<file path="config.mk">
export PLATFORM = sky130hd
export DESIGN_NAME = int_exec_unit
export DESIGN_NICKNAME = d
export VERILOG_FILES = /design/src/rtl/int_exec_unit.sv
export SDC_FILE = /design/constraint.sdc
export NUM_CORES = 1
export LEC_CHECK = 0
export ABC_AREA = 1
export CORE_ASPECT_RATIO = 2
export CORE_UTILIZATION = 45
export DETAILED_ROUTE_END_ITERATION = 10
export PLACE_DENSITY = 0.65
export SLEW_MARGIN = 20
export SYNTH_ARGS = -nofsm -noshare
export SYNTH_HDL_FRONTEND = slang
export SYNTH_SLANG_ARGS = --single-unit
</file>
<file path="constraint.sdc">
create_clock -name clk -period 8.55 [get_ports clk]
set_input_delay 1.71 -clock clk [delete_from_list [all_inputs] [get_ports clk]]
set_output_delay 1.71 -clock clk [all_outputs]
set_load 0.01 [all_outputs]
</file>
<file path="src/rtl/int_exec_unit.sv">
// Single-lane integer execution unit: stall-able operand/control register feeding
// combinational ALU, shifter, select, link-address and branch-condition logic.
module int_exec_unit #(
  parameter int unsigned DATA_WIDTH = 32
) (
  input  logic                  clk,
  input  logic                  rst,
  input  logic                  stall,
  input  logic                  clear,
  input  logic                  in_valid,
  input  logic [1:0]            in_op_type,
  input  logic [3:0]            in_alu_code,
  input  logic                  in_shift_src,
  input  logic [1:0]            in_shift_type,
  input  logic [4:0]            in_shift_imm,
  input  logic [2:0]            in_cond,
  input  logic [DATA_WIDTH-1:0] in_op_a,
  input  logic [DATA_WIDTH-1:0] in_op_b,
  input  logic [DATA_WIDTH-1:0] in_pc,
  output logic                  out_valid,
  output logic [DATA_WIDTH-1:0] out_data,
  output logic                  out_cond,
  output logic                  out_shift_carry
);

  localparam logic [1:0] OpAlu    = 2'd0;
  localparam logic [1:0] OpShift  = 2'd1;
  localparam logic [1:0] OpBr     = 2'd2;
  localparam logic [1:0] OpSelect = 2'd3;

  localparam logic [1:0] ShSll = 2'd0;
  localparam logic [1:0] ShSrl = 2'd1;
  localparam logic [1:0] ShSra = 2'd2;
  localparam logic [1:0] ShRor = 2'd3;

  logic                  valid_q, valid_d;
  logic [1:0]            op_type_q, op_type_d;
  logic [3:0]            alu_code_q, alu_code_d;
  logic                  shift_src_q, shift_src_d;
  logic [1:0]            shift_type_q, shift_type_d;
  logic [4:0]            shift_imm_q, shift_imm_d;
  logic [2:0]            cond_q, cond_d;
  logic [DATA_WIDTH-1:0] op_a_q, op_a_d;
  logic [DATA_WIDTH-1:0] op_b_q, op_b_d;
  logic [DATA_WIDTH-1:0] pc_q, pc_d;

  // Reset takes priority over stall so a frozen op cannot survive a reset.
  always_comb begin
    valid_d      = valid_q;
    op_type_d    = op_type_q;
    alu_code_d   = alu_code_q;
    shift_src_d  = shift_src_q;
    shift_type_d = shift_type_q;
    shift_imm_d  = shift_imm_q;
    cond_d       = cond_q;
    op_a_d       = op_a_q;
    op_b_d       = op_b_q;
    pc_d         = pc_q;
    if (rst) begin
      valid_d      = 1'b0;
      op_type_d    = '0;
      alu_code_d   = '0;
      shift_src_d  = 1'b0;
      shift_type_d = '0;
      shift_imm_d  = '0;
      cond_d       = '0;
      op_a_d       = '0;
      op_b_d       = '0;
      pc_d         = '0;
    end else if (!stall) begin
      valid_d      = in_valid;
      op_type_d    = in_op_type;
      alu_code_d   = in_alu_code;
      shift_src_d  = in_shift_src;
      shift_type_d = in_shift_type;
      shift_imm_d  = in_shift_imm;
      cond_d       = in_cond;
      op_a_d       = in_op_a;
      op_b_d       = in_op_b;
      pc_d         = in_pc;
    end
  end

  always_ff @(posedge clk) begin
    valid_q      <= valid_d;
    op_type_q    <= op_type_d;
    alu_code_q   <= alu_code_d;
    shift_src_q  <= shift_src_d;
    shift_type_q <= shift_type_d;
    shift_imm_q  <= shift_imm_d;
    cond_q       <= cond_d;
    op_a_q       <= op_a_d;
    op_b_q       <= op_b_d;
    pc_q         <= pc_d;
  end

  logic lt_s, lt_u, cond_res;

  always_comb begin
    lt_s = $signed(op_a_q) < $signed(op_b_q);
    lt_u = op_a_q < op_b_q;
    unique case (cond_q)
      3'd0:    cond_res = (op_a_q == op_b_q);
      3'd1:    cond_res = (op_a_q != op_b_q);
      3'd2:    cond_res = lt_s;
      3'd3:    cond_res = lt_u;
      3'd4:    cond_res = !lt_s;
      3'd5:    cond_res = !lt_u;
      3'd6:    cond_res = 1'b1;
      default: cond_res = 1'b0;
    endcase
  end

  logic [DATA_WIDTH-1:0] alu_res;

  always_comb begin
    case (alu_code_q)
      4'd0:    alu_res = op_a_q + op_b_q;
      4'd1:    alu_res = op_a_q - op_b_q;
      4'd2:    alu_res = {{(DATA_WIDTH-1){1'b0}}, lt_s};
      4'd3:    alu_res = {{(DATA_WIDTH-1){1'b0}}, lt_u};
      4'd4:    alu_res = op_a_q ^ op_b_q;
      4'd5:    alu_res = op_a_q | op_b_q;
      4'd6:    alu_res = op_a_q & op_b_q;
      4'd7:    alu_res = op_b_q;
      default: alu_res = '0;
    endcase
  end

  logic [4:0]              sh_amt;
  logic [DATA_WIDTH:0]     sll_ext, srl_ext, sra_ext;
  logic [2*DATA_WIDTH-1:0] ror_ext;
  logic [DATA_WIDTH-1:0]   sh_res;
  logic                    sh_carry;

  // One guard bit beside A catches the last bit shifted out; it is 0 when n=0.
  always_comb begin
    sh_amt  = shift_src_q ? op_b_q[4:0] : shift_imm_q;
    sll_ext = {1'b0, op_a_q} << sh_amt;
    srl_ext = {op_a_q, 1'b0} >> sh_amt;
    sra_ext = $unsigned($signed({op_a_q, 1'b0}) >>> sh_amt);
    ror_ext = {op_a_q, op_a_q} >> sh_amt;
    unique case (shift_type_q)
      ShSll: begin
        sh_res   = sll_ext[DATA_WIDTH-1:0];
        sh_carry = sll_ext[DATA_WIDTH];
      end
      ShSrl: begin
        sh_res   = srl_ext[DATA_WIDTH:1];
        sh_carry = srl_ext[0];
      end
      ShSra: begin
        sh_res   = sra_ext[DATA_WIDTH:1];
        sh_carry = sra_ext[0];
      end
      default: begin
        sh_res   = ror_ext[DATA_WIDTH-1:0];
        sh_carry = (sh_amt != 5'd0) & ror_ext[DATA_WIDTH-1];
      end
    endcase
  end

  always_comb begin
    unique case (op_type_q)
      OpAlu:    out_data = alu_res;
      OpShift:  out_data = sh_res;
      OpBr:     out_data = pc_q + DATA_WIDTH'(4);
      OpSelect: out_data = cond_res ? op_a_q : op_b_q;
      default:  out_data = alu_res;
    endcase
    out_valid       = valid_q & !stall & !clear & !rst;
    out_cond        = cond_res;
    out_shift_carry = sh_carry;
  end

endmodule

</file>
==> results of run 1 <==
[through the flow]
stage               hold WS, ns  area, sq um  worst slack [ns]  utilization, %  instances
CTS                      0.4690        18610             1.508           51.97       3491
detailed placement       0.4576        18010             1.996           50.29       3459
global placement         0.4514        18010             1.954           50.29       3459
floorplan                0.4361        16380             4.246               -       2993
[routing by layer]
metal	overflow	GRT usage [%]
met1	0	63.18
met2	66	85.59
met3	2	44.44
met4	40	67.41
met5	0	9.621
[logic make-up after synthesis]
family          after synthesis  synth area share (%)
xor+xnor                     10                0.5348
fa+ha+maj                    99                 7.654
simple gates               1855                 49.57
compound gates              477                 17.54
flops                       114                 13.93
buf+inv                     438                 10.77
==> run_results.csv, run 1 <==
group,metric,value,unit
run_status,outcome,"stopped before the end",
run_status,failed_stage,"global routing (5_1_grt)",
run_status,tool.error,"[ERROR GRT-0116] Global routing finished with congestion. Check the congestion regions in the DRC Viewer.",
logic_synthesis,dominantRegCellSynth,"sky130_fd_sc_hd__dfxtp_1",
die,std_cell_rows,98,
logic_synthesis,syn-cell-area,0.01638,sq mm
clock_tree,cts.repair.resized,0,
logic_synthesis,yosys_register_bits,114,
logic_synthesis,number_of_enable_flip_flop_cells_after_synthesis,0,
logic_synthesis,postSynthAreaPerCell,5.473,sq um
clock_tree,clock-sinks,114,
logic_synthesis,synthesis.instances,2993,
clock_tree,ctsLongestPathBuffers,2,
global_routing,grt_overflow,108,
logic_synthesis,post-synth-top-area-fraction,19.10,%
logic_synthesis,synth.top_cells.by_area,"sky130_fd_sc_hd__nand3_1, sky130_fd_sc_hd__nand2_1, sky130_fd_sc_hd__dfxtp_1, sky130_fd_sc_hd__ha_1, sky130_fd_sc_hd__nor2_1",
clock_tree,cts.htree.levels,4,
logic_synthesis,asyncSetResetFlopFracSynth,0,%
die,io-pin-count,153,
global_routing,grt_start_max_net_pins,81,
global_routing,grt_first_pass_wirelength,175.4,mm
clock_tree,cts-hold-fix-buffers,0,
logic_synthesis,synth_fp_nets,3210,
global_routing,grt_pass1_vias,24720,
logic_synthesis,count_of_synthesis_stage_warnings_from_yosys,0,
logic_synthesis,sequential_fraction_of_the_synthesis_area,13.93,%
place,port_buffers,152,
die,die_y,271.8,um
logic_synthesis,netlist-cell-type-count,53,
clock_tree,post_cts_buffers,0,
clock_tree,cts-root-buf,"sky130_fd_sc_hd__clkbuf_16",
place,gp_congestion,1.240,
die,fp.dieW,136.9,um
clock_tree,cts_made_buffers,17,
logic_synthesis,synthMostInstantiatedCell,"sky130_fd_sc_hd__nand2_1",
die,floorplan.initialDensity,45.75,%
place,detailed_place_hpwl,75.95,mm
global_routing,track_usage,64.81,%
logic_synthesis,synthDominantAreaCellType,"sky130_fd_sc_hd__nand3_1",
logic_synthesis,post_synth_most_frequent_cells,"sky130_fd_sc_hd__nand2_1, sky130_fd_sc_hd__nand3_1, sky130_fd_sc_hd__nor2_1, sky130_fd_sc_hd__inv_1, sky130_fd_sc_hd__a21oi_1",
==> run 2: changes to the inputs <==
--- a/config.mk
+++ b/config.mk
@@ -6,10 +6,9 @@
 export NUM_CORES = 1
 export LEC_CHECK = 0
 export ABC_AREA = 1
-export CORE_ASPECT_RATIO = 2
-export CORE_UTILIZATION = 45
+export CORE_UTILIZATION = 30
 export DETAILED_ROUTE_END_ITERATION = 10
-export PLACE_DENSITY = 0.65
+export PLACE_DENSITY_LB_ADDON = 0.15
 export SLEW_MARGIN = 20
 export SYNTH_ARGS = -nofsm -noshare
 export SYNTH_HDL_FRONTEND = slang
==> run 2 against run 1 <==
Net effect: the run now ends clean; synthesized area did not move; synthesized cell count did not move.
==> run_results.csv, run 2 <==
group,metric,value,unit
run_status,outcome,"finished, final reports clean",
routing,avgRoutedWirePerCell,26.90,um
logic_synthesis,synth_fp_nets,3210,
place,port_buffers,152,
pwr,portion_of_total_power_attributed_to_combinational_logic,54.2,%
routing,iteration_count_of_the_initial_detailed_routing_pass,6,
clock_tree,ctsLongestPathBuffers,2,
clock_tree,cts_made_buffers,17,
logic_synthesis,synthDominantAreaCellType,"sky130_fd_sc_hd__nand3_1",
timing,final_max_slew_viol_count,0,
pwr,powerDensity,158.8,mW/mm^2
logic_synthesis,number_of_enable_flip_flop_cells_after_synthesis,0,
final_layout,leading_registers_by_flop_count,"op_a_q: 32 flops, op_b_q: 32 flops, pc_q: 32 flops",
clock_tree,worst_skew_pair.late_latency,0.46,ns
job,cap_viol_max_count,0,
routing,dr_total_vias,22390,
die,fp.dieW,235.7,um
die,std_cell_rows,85,
timing,post-route-min-period,7.249,ns
routing,drt_iter0_markers,3414,
global_routing,grt_first_pass_wirelength,144.5,mm
die,die-area,0.05554,sq mm
logic_synthesis,post_synth_most_frequent_cells,"sky130_fd_sc_hd__nand2_1, sky130_fd_sc_hd__nand3_1, sky130_fd_sc_hd__nor2_1, sky130_fd_sc_hd__inv_1, sky130_fd_sc_hd__a21oi_1",
pwr,p_clk_share,25.6,%
routing,ant_nets,0,
global_routing,grt_pass1_vias,20610,
pwr,vdd_ir_drop_max,0.0001704,V
timing,post-route-period-util,84.78,%
final_layout,share_of_post_route_cells_with_drive_strength_above_1,3.818,%
setup_path,timing.critical_path.from_type,"flop",
routing,remaining_drc_errors,0,
final_layout,postLayoutCellArea,0.01889,sq mm
place,detailed_place_hpwl,79.70,mm
logic_synthesis,synthesis.instances,2993,
routing,via_per_inst,5.996,
hold_path,worst_hold_startpoint,"pc_q[1]",
hold_path,min_delay_path_depth,2,
pwr,total_leakage_power,8.327,nW
final_layout,finalNetCount,3242,
timing,setup_tns,0,ns
die,core-area,0.05392,sq mm
final_layout,fin_util,35.03,%
pwr,cell_internal_pwr,0.001476,W
place,gp_congestion,0.9987,
routing,postRouteWirelength,100.5,mm
logic_synthesis,postSynthAreaPerCell,5.473,sq um
logic_synthesis,synthMostInstantiatedCell,"sky130_fd_sc_hd__nand2_1",
timing,achievable-frequency,138.0,MHz
timing,rsz0062_at_grt,"no",
logic_synthesis,count_of_synthesis_stage_warnings_from_yosys,0,
global_routing,track_usage,35.32,%
setup_path,worst-r2r-cell-count,2,
logic_synthesis,asyncSetResetFlopFracSynth,0,%
clock_tree,cts-hold-fix-buffers,0,
final_layout,area_delta_synth_final,15.32,%
final_layout,regArea,0.002282,sq mm
die,floorplan.initialDensity,30.38,%
pwr,p_seq_share,20.1,%
final_layout,final_cell_mix,"sky130_fd_sc_hd__nand2_1, sky130_fd_sc_hd__nand3_1, sky130_fd_sc_hd__nor2_1",
setup_path,crit_path_end_kind,"primary output",
pwr,power.switching,0.001524,W
timing,finClkSkew,0,ns
timing,finalHoldViolations,0,
timing,slew_headroom,20.54,%
logic_synthesis,syn-cell-area,0.01638,sq mm
pwr,power.switching_fraction,50.80,%
clock_tree,clock-sinks,114,
global_routing,grt_start_max_net_pins,88,
setup_path,r2r-start,"op_a_q[31]",
final_layout,layout.cells.most_common,"sky130_fd_sc_hd__nand2_1",
final_layout,fillers,6207,
logic_synthesis,post-synth-top-area-fraction,19.10,%
setup_path,crit_type,"flop to primary output",
global_routing,grt_overflow,0,
clock_tree,clock_transition_at_the_registers_of_the_reported_paths,0.07,ns
clock_tree,cts-root-buf,"sky130_fd_sc_hd__clkbuf_16",
place,post_dp_cell_area,0.01829,sq mm
timing,worstMarginPinSlew,1.185,ns
global_routing,antenna_violations_before_repair,2,
clock_tree,tritoncts,"yes",
final_layout,antennaDiodeCount,0,
clock_tree,cts.htree.levels,4,
logic_synthesis,synth.top_cells.by_area,"sky130_fd_sc_hd__nand3_1, sky130_fd_sc_hd__nand2_1, sky130_fd_sc_hd__dfxtp_1, sky130_fd_sc_hd__ha_1, sky130_fd_sc_hd__nor2_1",
setup_path,critical_path.max_fanout,33,
setup_path,rr_endpoint,"op_a_q[31]",
logic_synthesis,netlist-cell-type-count,53,
logic_synthesis,sequential_fraction_of_the_synthesis_area,13.93,%
hold_path,end_point_of_the_worst_hold_path,"pc_q[1]",
setup_path,required,6.84,ns
clock_tree,cts.repair.resized,0,
timing,finalSetupViolations,0,
setup_path,worst-endpoint-arrival,5.54,ns
die,io-pin-count,153,
clock_tree,post_cts_buffers,0,
setup_path,reg2reg_setup_slack,6.77,ns
logic_synthesis,yosys_register_bits,114,
die,die_y,235.7,um
logic_synthesis,dominantRegCellSynth,"sky130_fd_sc_hd__dfxtp_1",
hold_path,min-delay-path-class,"flop to flop",
final_layout,total_area_of_multi_input_combinational_cells,0.01238,sq mm
-- run 2: area by class of cell --
class	count	share of cell area, %
Tap cell	696	4.610
Inverter	269	5.359
Clock buffer	17	2.252
Timing Repair Buffer	182	9.240
Sequential cell	114	12.08
Clock inverter	15	0.9141
Multi-Input combinational cell	2441	65.54
-- run 2: metal layers --
layer	vias to the layer above	GRT usage (%)	part of all wire [%]
met4	4	10.04	2.8
met1	10640	51.34	46
met3	146	7.833	11
li1	10240	-	-
met5	-	0	0.028
met2	1368	51.37	41
-- run 2: kinds of logic after synthesis --
family	Yosys count	synth area share [%]
simple gates	1855	49.57
flops	114	13.93
fa+ha+maj	99	7.654
buf+inv	438	10.77
compound gates	477	17.54
xor+xnor	10	0.5348
-- run 2: per-stage QoR --
stage / worst slack, ns / instances / total power (W) / hold WS [ns]
after global routing: 1.149 / 3734 / 0.003144 / 0.4922
after CTS: 1.525 / 3734 / 0.002953 / 0.4652
after detailed placement: 2.063 / 3702 / 0.002177 / 0.4554
after floorplan: 4.246 / 2993 / 0.001551 / 0.4361
final: 1.301 / 3734 / 0.003000 / 0.4650
after global placement: 2.114 / 3702 / 0.002188 / 0.4496
-- run 2: worst max path at each step --
stage / startpoint / endpoint / slack, ns / depth (start not counted)
global placement: op_a_q[31] / out_data[13] / 2.11 / 15
detailed placement: op_a_q[31] / out_data[25] / 2.06 / 15
finish: op_a_q[31] / out_data[25] / 1.30 / 15
global route: op_a_q[31] / out_data[25] / 1.15 / 15
floorplan: rst / out_valid / 4.25 / 4
CTS: op_a_q[31] / out_data[25] / 1.53 / 15
-- run 2: critical path: stages (launching register included) --
cell and delay, ns:
sky130_fd_sc_hd__dfxtp_1 0.58, sky130_fd_sc_hd__clkinv_1 0.60, sky130_fd_sc_hd__ha_1 0.69, sky130_fd_sc_hd__inv_2 0.11
sky130_fd_sc_hd__a21o_1 0.17, sky130_fd_sc_hd__a21oi_1 0.11, sky130_fd_sc_hd__nand2_1 0.08, sky130_fd_sc_hd__a21oi_2 0.22
sky130_fd_sc_hd__nand2_2 0.13, sky130_fd_sc_hd__nand2_2 0.09, sky130_fd_sc_hd__nand3_2 0.60, sky130_fd_sc_hd__nand3_4 0.71
sky130_fd_sc_hd__nand2_1 0.10, sky130_fd_sc_hd__nand3_1 0.11, sky130_fd_sc_hd__nand3_1 0.21, sky130_fd_sc_hd__clkdlybuf4s50_1 0.54
-- run 2: power by group through the flow --
stage	Clock, W	Sequential, W	Combinational, W
final	0.000769	0.000604	0.00163
after global routing	0.000799	0.000608	0.00174
after CTS	0.000780	0.000603	0.00157
after detailed placement	0	0.000614	0.00156
after global placement	0	0.000613	0.00158
after floorplan	0	0.000601	0.000950
Power figures use the tool's default switching activity.
==> run 3: changes to the inputs <==
==> constraint.sdc (replaced) <==
create_clock -name clk -period 5.85 [get_ports clk]
set_input_delay 1.17 -clock clk [delete_from_list [all_inputs] [get_ports clk]]
set_output_delay 1.17 -clock clk [all_outputs]
set_load 0.01 [all_outputs]
==> run 3 against run 2 <==
Net effect: critical path depth grew 1; core utilization up 0.53 points; via count is essentially flat; combinational power rose by 50%; cell count is 1.0% higher; register-to-register slack worse by 2.3 ns; setup slack got worse by 1.1 ns; clock power increased by 38%; critical endpoint is now out_data[12].
==> run_results.csv, run 3 (synthesis results as in run 2) <==
group,metric,value,unit
pwr,finalPower,0.004396,W
clock_tree,cts-root-buf,"sky130_fd_sc_hd__clkbuf_16",
clock_tree,worst_skew_pair.late_latency,0.48,ns
place,place.detailed.instances,3740,
final_layout,antennaDiodeCount,0,
timing,post-route-min-period,5.644,ns
setup_path,r2r-start,"op_a_q[31]",
die,core-area,0.05392,sq mm
final_layout,post_layout_nonfiller_instances,3772,
clock_tree,cts_made_buffers,17,
timing,post-route-period-util,96.49,%
routing,drt_iter0_markers,2823,
routing,dr_total_vias,22400,
die,fp.dieW,235.7,um
die,die_y,235.7,um
global_routing,grt_first_pass_wirelength,148.4,mm
final_layout,area_delta_synth_final,17.07,%
final_layout,leading_registers_by_flop_count,"op_a_q: 32 flops, op_b_q: 32 flops, pc_q: 32 flops",
clock_tree,post_cts_buffers,0,
setup_path,timing.critical_path.from_type,"flop",
timing,finalHoldViolations,0,
final_layout,layout.cells.most_common,"sky130_fd_sc_hd__nand2_1",
global_routing,top_usage_layer,"met2",
job,cap_viol_max_count,0,
place,pre_cts_slack,0.8745,ns
setup_path,rr_endpoint,"op_a_q[31]",
global_routing,grt_start_max_net_pins,118,
clock_tree,clock-sinks,114,
routing,avgRoutedWirePerCell,27.31,um
final_layout,final_cell_mix,"sky130_fd_sc_hd__nand2_1, sky130_fd_sc_hd__nand3_1, sky130_fd_sc_hd__nor2_1",
routing,ant_nets,0,
timing,final_max_slew_viol_count,0,
timing,finClkSkew,0,ns
timing,slew_headroom,24.17,%
run_status,outcome,"finished, final reports clean",
global_routing,track_usage,36.44,%
timing,achievable-frequency,177.2,MHz
global_routing,gr-usage-met3,8.830,%
global_routing,grt_overflow,0,
setup_path,required,4.68,ns
clock_tree,cts-hold-fix-buffers,0,
final_layout,finalNetCount,3280,
routing,postRouteWirelength,103.0,mm
routing,remaining_drc_errors,0,
timing,worstMarginPinSlew,1.137,ns
pwr,total_leakage_power,8.497,nW
timing,rsz0062_at_grt,"no",
timing,setup_tns,0,ns
routing,via_per_inst,5.939,
pwr,vdd_ir_drop_max,0.0002668,V
final_layout,share_of_post_route_cells_with_drive_strength_above_1,4.844,%
die,io-pin-count,153,
global_routing,antenna_violations_before_repair,0,
setup_path,timing.critical_path.to,"out_data[12]",
clock_tree,clock_transition_at_the_registers_of_the_reported_paths,0.07,ns
hold_path,worst_hold_startpoint,"valid_q",
hold_path,min-delay-path-class,"flop to flop",
timing,finalHoldWorstSlack,0.4707,ns
setup_path,reg2reg_setup_slack,4.52,ns
global_routing,grt_util_met1,51.52,%
setup_path,crit_path_end_kind,"primary output",
clock_tree,cts.htree.levels,4,
global_routing,grt_use_met2,53.10,%
routing,iteration_count_of_the_initial_detailed_routing_pass,6,
die,std_cell_rows,85,
setup_path,crit_path_start,"op_a_q[24]",
clock_tree,ctsLongestPathBuffers,2,
place,port_buffers,152,
setup_path,worst-r2r-cell-count,3,
place,detailed_place_hpwl,82.16,mm
setup_path,crit_type,"flop to primary output",
die,floorplan.initialDensity,30.38,%
pwr,powerDensity,229.2,mW/mm^2
clock_tree,cts.repair.resized,0,
die,die-area,0.05554,sq mm
timing,fin_ws,0.2055,ns
global_routing,grt_pass1_vias,20900,
timing,finalSetupViolations,0,
clock_tree,tritoncts,"yes",
setup_path,critical_path.max_fanout,33,
place,gp_congestion,0.9799,
setup_path,worst-endpoint-arrival,4.47,ns
[run 3: worst min-delay path by stage]
stage,endpoint,slack (ns),cells past startpoint
2_1_floorplan,pc_q[1],0.44,2
3_3_place_gp,valid_q,0.46,2
3_5_place_dp,valid_q,0.46,2
4_1_cts,valid_q,0.47,2
5_1_grt,pc_q[0],0.52,2
6_report,valid_q,0.47,2
[run 3: area by class of cell]
class	count	area (sq um)
Inverter	269	1012
Clock buffer	20	436.7
Timing Repair Buffer	220	2093
Multi-Input combinational cell	2441	12370
Clock inverter	12	110.1
Tap cell	696	870.8
Fill cell	6178	34740
Sequential cell	114	2282
[run 3: routing by layer]
metal  part of all wire [%]  up-vias
met2                     41     1291
met3                     10      166
met4                    3.5        0
met1                     45    10650
met5                      0        -
li1                       -    10300
[run 3: critical path, cell delays in order (launching register included)]
cell                              delay, ns
sky130_fd_sc_hd__dfxtp_1               0.49
sky130_fd_sc_hd__inv_1                 0.26
sky130_fd_sc_hd__ha_1                  0.53
sky130_fd_sc_hd__nor2_1                0.28
sky130_fd_sc_hd__nand2_1               0.13
sky130_fd_sc_hd__nor2_1                0.17
sky130_fd_sc_hd__nand2_1               0.14
sky130_fd_sc_hd__nor2_1                0.17
sky130_fd_sc_hd__nor2_1                0.05
sky130_fd_sc_hd__nor2_1                0.10
sky130_fd_sc_hd__nand2_1               0.10
sky130_fd_sc_hd__nand2_4               0.09
sky130_fd_sc_hd__nand3_4               0.38
sky130_fd_sc_hd__nand2_1               0.17
sky130_fd_sc_hd__nand3_1               0.08
sky130_fd_sc_hd__nand3_1               0.22
sky130_fd_sc_hd__clkdlybuf4s50_1       0.59
[run 3: stage by stage]
stage                     instance area [sq um]  util [%]
after floorplan                           16380         -
after global placement                    18630     34.55
after detailed placement                  18630     34.55
after CTS                                 19180     35.56
after global routing                      19180     35.56
final                                     19180     35.56
[run 3: power by group]
group / leakage [nW] / internal, W / switching (W)
Sequential: 0.947 / 0.000830 / 0.0000526
Clock: 0.257 / 0.000582 / 0.000478
Combinational: 7.29 / 0.000724 / 0.00173
